<file path="src/rtl/branch_resolve_unit_pkg.sv">
// Shared encodings and constants for the EX-stage branch resolve unit.
package branch_resolve_unit_pkg;

  typedef enum logic [2:0] {
    BR_NONE = 3'b000,
    BR_BEQ  = 3'b001,
    BR_BNE  = 3'b010,
    BR_BGEZ = 3'b011,
    BR_BLTZ = 3'b100,
    BR_BGTZ = 3'b101,
    BR_BLEZ = 3'b110
  } brtype_e;

  typedef enum logic [1:0] {
    IDLE  = 2'd0,
    REDIR = 2'd1,
    FLUSH = 2'd2
  } state_e;

  localparam logic [31:0] EXC_VECTOR_DEFAULT = 32'h0000_0180;

  function automatic logic [15:0] sat_inc16(input logic [15:0] v);
    return (v == 16'hFFFF) ? v : v + 16'd1;
  endfunction

endpackage

</file>
<file path="src/rtl/branch_resolve_unit_br_cond.sv">
// Branch condition evaluation from the ALU zero and sign flags.
module br_cond
  import branch_resolve_unit_pkg::*;
(
  input  logic [2:0] brtype,
  input  logic       zero,
  input  logic       sf,
  output logic       taken
);

  always_comb begin
    taken = 1'b0;
    case (brtype)
      BR_BEQ:  taken = zero;
      BR_BNE:  taken = !zero;
      BR_BGEZ: taken = !sf;
      BR_BLTZ: taken = sf;
      BR_BGTZ: taken = !sf && !zero;
      BR_BLEZ: taken = sf || zero;
      default: taken = 1'b0;
    endcase
  end

endmodule

</file>
<file path="src/rtl/branch_resolve_unit.sv">
// EX-stage branch/trap resolution with front-end redirect handshake and timed flush.
// Optional branch statistics counters are built when BR_PERF_EN is defined.
module branch_resolve_unit
  import branch_resolve_unit_pkg::*;
#(
  parameter int unsigned FLUSH_CYCLES = 2,
  parameter logic [31:0] EXC_VECTOR   = EXC_VECTOR_DEFAULT
) (
  input  logic        clk,
  input  logic        rst,
  input  logic        ex_valid,
  input  logic [2:0]  ex_brtype,
  input  logic        ex_ovf_chk,
  input  logic        alu_zero,
  input  logic        alu_sf,
  input  logic        alu_of,
  input  logic [31:0] ex_pc,
  input  logic [31:0] ex_target,
  input  logic        redirect_ready,
  output logic        redirect_valid,
  output logic [31:0] redirect_pc,
  output logic        flush,
  output logic        stall_ex,
  output logic        exc_valid,
  output logic [31:0] epc,
  output logic [2:0]  flags_q,
  output logic [15:0] br_cnt,
  output logic [15:0] taken_cnt
);

  localparam logic [3:0] FLUSH_INIT = 4'(FLUSH_CYCLES - 1);

  state_e     state;
  logic [3:0] cnt;
  logic       taken;
  logic       trap;
  logic       accept;

  br_cond u_br_cond (
    .brtype(ex_brtype),
    .zero  (alu_zero),
    .sf    (alu_sf),
    .taken (taken)
  );

  assign accept = (state == IDLE) && ex_valid;
  assign trap   = ex_ovf_chk && alu_of;

  always_ff @(posedge clk) begin
    if (rst) begin
      state          <= IDLE;
      cnt            <= '0;
      redirect_valid <= 1'b0;
      redirect_pc    <= '0;
      flush          <= 1'b0;
      stall_ex       <= 1'b0;
      exc_valid      <= 1'b0;
      epc            <= '0;
      flags_q        <= '0;
    end else begin
      exc_valid <= 1'b0;
      case (state)
        IDLE: begin
          if (ex_valid) begin
            flags_q <= {alu_zero, alu_sf, alu_of};
            // A trap overrides any branch outcome of the same instruction.
            if (trap) begin
              state          <= REDIR;
              redirect_valid <= 1'b1;
              redirect_pc    <= EXC_VECTOR;
              epc            <= ex_pc;
              exc_valid      <= 1'b1;
              flush          <= 1'b1;
              stall_ex       <= 1'b1;
            end else if (taken) begin
              state          <= REDIR;
              redirect_valid <= 1'b1;
              redirect_pc    <= ex_target;
              flush          <= 1'b1;
              stall_ex       <= 1'b1;
            end
          end
        end
        REDIR: begin
          if (redirect_ready) begin
            redirect_valid <= 1'b0;
            if (FLUSH_CYCLES == 1) begin
              state    <= IDLE;
              flush    <= 1'b0;
              stall_ex <= 1'b0;
            end else begin
              state <= FLUSH;
              cnt   <= FLUSH_INIT;
            end
          end
        end
        FLUSH: begin
          if (cnt == 4'd1) begin
            state    <= IDLE;
            flush    <= 1'b0;
            stall_ex <= 1'b0;
          end else begin
            cnt <= cnt - 4'd1;
          end
        end
        default: begin
          state          <= IDLE;
          redirect_valid <= 1'b0;
          flush          <= 1'b0;
          stall_ex       <= 1'b0;
        end
      endcase
    end
  end

`ifdef BR_PERF_EN
  logic is_branch;
  assign is_branch = (ex_brtype != BR_NONE) && (ex_brtype != 3'b111);

  always_ff @(posedge clk) begin
    if (rst) begin
      br_cnt    <= '0;
      taken_cnt <= '0;
    end else if (accept && !trap && is_branch) begin
      br_cnt <= sat_inc16(br_cnt);
      if (taken) taken_cnt <= sat_inc16(taken_cnt);
    end
  end
`else
  assign br_cnt    = '0;
  assign taken_cnt = '0;
`endif

endmodule

</file>
<file path="config.mk">
export PLATFORM = sky130hd
export DESIGN_NAME = branch_resolve_unit
export DESIGN_NICKNAME = d
export VERILOG_FILES = /design/src/rtl/branch_resolve_unit_pkg.sv /design/src/rtl/branch_resolve_unit_br_cond.sv /design/src/rtl/branch_resolve_unit.sv
export SDC_FILE = /design/constraint.sdc
export NUM_CORES = 1
export LEC_CHECK = 0
export ABC_CLOCK_PERIOD_IN_PS = 4000
export CAP_MARGIN = 30
export CORE_UTILIZATION = 40
export CTS_CLUSTER_SIZE = 20
export DETAILED_ROUTE_END_ITERATION = 8
export GPL_TIMING_DRIVEN = 0
export PLACE_DENSITY = 0.95
export SYNTH_ARGS = -nofsm -noshare
export SYNTH_HDL_FRONTEND = slang
export SYNTH_SLANG_ARGS = --single-unit
</file>
<file path="constraint.sdc">
create_clock -name clk -period 4 [get_ports clk]
set_clock_uncertainty 0.2 [all_clocks]
set_input_delay 0.8 -clock clk [delete_from_list [all_inputs] [get_ports clk]]
set_output_delay 0.8 -clock clk [all_outputs]
set_load 0.05 [all_outputs]
</file>
==> key figures <==
Power and ir drop
  – Cell internal pwr: 1.21 mW
  – Leak: 1.91 nW
  – Logic pwr share: 26.4%
  – Worst VDD drop: 0.000230 V
  – P_sw: 0.569 mW
  – Clock share of power: 27.6%
  – Register share of total power: 46.0%
  – Power Density: 372 nW/µm²
  – Switch share: 32.1%

Run status
  – Status: finished clean

Placement
  – DPL Wire Length: 6360 µm
  – Inst Count DP: 588
  – RePlAce Congestion: 0.767
  – # port buffers: 144

GRT
  – Overall routing resource usage: 20.9%
  – First-pass GRT wire length: 12400 µm
  – Pin count of the biggest net entering global routing: 13
  – Vias in the first global route: 2696
  – Overflow after GRT: 0
  – Initial antenna violation count: 0

Yosys
  – Main combinational cell family by area after synthesis: compound AO/OA/AOI/OAI gates
  – Syn Std Cell Area: 2930 µm²
  – Most used DFF post-synth: dfxtp_1
  – Mux cell area share after synthesis: 0%
  – Register area share after synthesis: 52.0%
  – Top cells by area, synth: dfxtp_1 52%, nand2_1 10%, buf_4 8.5%
  – Synth Area in XOR/XNOR: 0.898%
  – Synth Instances: 317
  – Post-synth ARST share: 0%
  – Synth Area in Adders: 0.855%
  – Seq cells post-synth: 76
  – Post-synthesis area per instance: 9.23 µm²
  – Synth Area in Compound Gates: 20.1%
  – EDFF count, synth: 0
  – Synth top area share: 52.0%
  – Yosys top cell by area: dfxtp_1
  – Ys Warns: 0
  – Simple-gate share of the synthesized area: 13.6%
  – Synth cell types: 35

Route
  – DR WL/cell: 13.3 µm
  – Remaining antenna violation count: 0
  – Starting DRT DRC Count: 83
  – Vias: 2760
  – Post-route DRC: 0
  – DR vias/cell: 4.57
  – TritonRoute pass-1 iters: 4
  – Final WL: 8010 µm

Setup path
  – Slowest stage cell, crit path: clkdlybuf4s50_1
  – Worst-path fanout max: 3
  – Startpoint types: register
  – CP Data Arrival Time: 1.58 ns
  – CP Cell Sequence: buf_4 -> clkdlybuf4s50_1
  – Crit. End Element: output port
  – Worst setup path class: register to output port
  – WP data required: 3.00 ns
  – Crit path largest cell delay: 0.79 ns

Floorplanning
  – Placement Rows: 30
  – Core Area: 6940 µm²
  – Die Y: 87.5 µm
  – I/O Pins: 178
  – Starting Density: 42.1%
  – Chip width: 87.5 µm
  – Die area: 7660 µm²

Clock network
  – CTS buffer count: 9
  – CTS resizes: 0
  – CTS clock-pin slew for the worst setup and hold paths: 0.08 ns
  – Post-CTS Setup Repair Bufs: 0
  – H-tree levels: 3
  – Hold Buf Count CTS: 0
  – Clock Sink Count: 76
  – Max Root-Sink Buffers: 2
  – CTS tree: built
  – Worst skew pair latency: 0.33 ns
  – Root buffer cell: clkbuf_8

STA
  – Setup Total Neg Slack: 0 ns
  – RSZ-0062 raised after global routing: false
  – Slew @ Worst Pin: 0.537 ns
  – Slew HR: 64.1%
  – # setup viols final: 0
  – Period utilization: 64.5%
  – Final max-slew violation count: 0
  – Final hold slack: 0.255 ns
  – Final hold viol count: 0
  – Crit path time final: 2.58 ns
  – F_max: 0.388 GHz

Layout
  – Nets: 580
  – Fillers: 528
  – Post-layout util: 68.6%
  – Antenna diode count: 0
  – Layout cells sized above 1: 15.2%
  – Area growth from synthesis to layout: 62.8%
  – Non-filler cells, final: 604

Job
  – Total of max-cap violations: 0

Worst hold path
  – HP Class: register to register
[per-layer routing]
layer	wire length, µm	GRT usage, %
met5	0	0
met4	175	8.20
met1	3270	23.9
met3	465	4.43
met2	4100	38.1
[flip-flops by register name, summed over array words and instances, names as in the netlist]
register        flops
cnt                 4
redirect_valid      1
exc_valid           1
redirect_pc        32
state               2
epc                32
stall_ex            1
flags_q             3
[synthesized netlist by cell type, drive strengths merged, types with 2 or more instances]
cell / number
o221a: 2
a211oi: 2
clkbuf: 5
and2: 2
dfxtp: 76
inv: 5
ha: 2
nand2: 78
xor2: 2
o21a: 3
nor3: 6
nor2: 8
a21oi: 36
a22o: 30
buf: 45
[critical path: cells and delay by family, from the launching register on]
kind	cells	cell delay (ns)
flops	1	0.35
buf+inv	2	0.90
[logic make-up after synthesis]
family                   Yosys count
XOR/XNOR                           3
AND/OR/NAND/NOR                   99
other                              1
buffers and inverters             55
AO/OA/AOI/OAI                     81
adder cells (fa/ha/maj)            2
flip-flops                        76
[power by group through the flow]
stage / combinational (mW) / clock, mW / sequential [mW]
floorplan: 0.186 / 0 / 0.946
global placement: 0.459 / 0 / 0.831
detailed placement: 0.467 / 0 / 0.834
CTS: 0.469 / 0.497 / 0.817
global route: 0.495 / 0.535 / 0.822
finish: 0.469 / 0.489 / 0.817
[cell type report]
class,instances,area (µm²),share of cell area (%)
sequential,76,1520,31.9
timing repair buffer,144,1440,30.2
multi-input combinational,217,1160,24.3
buffer,50,345,7.25
clock buffer,12,135,2.84
tap,96,120,2.52
clock inverter,4,26.3,0.551
inverter,5,18.8,0.394
[placed cells by master, fill, tap and decap left out, types with 2 or more instances in the layout]
cell,n
a21oi_1,36
a22o_1,16
a22o_2,14
and2_1,2
buf_2,9
buf_4,33
buf_6,3
clkbuf_1,8
clkbuf_8,9
clkdlybuf4s50_1,144
clkinv_2,2
conb_1,32
dfxtp_1,76
ha_1,2
inv_1,5
nand2_1,78
nor2_1,8
nor3_1,6
o21a_1,2
o221a_2,2
xor2_1,2
[stage by stage]
| stage | area [µm²] | worst slack, ns | total power [mW] |
|---|---|---|---|
| 2_1_floorplan | 3040 | 1.90 | 1.13 |
| 3_3_place_gp | 4600 | 1.16 | 1.29 |
| 3_5_place_dp | 4600 | 1.11 | 1.30 |
| 4_1_cts | 4770 | 1.40 | 1.78 |
| 5_1_grt | 4770 | 1.34 | 1.85 |
| 6_report | 4770 | 1.42 | 1.77 |
[path summary, 6_finish.rpt]
check,start,slack [ns],endpoint,cells past startpoint
max,stall_ex,1.42,stall_ex,2
min reg2reg,epc[6],0.26,epc[6],2
max reg2reg,state[1],2.13,redirect_pc[28],6
min,epc[6],0.26,epc[6],2
Note: power is estimated with default switching activity, not from simulation.
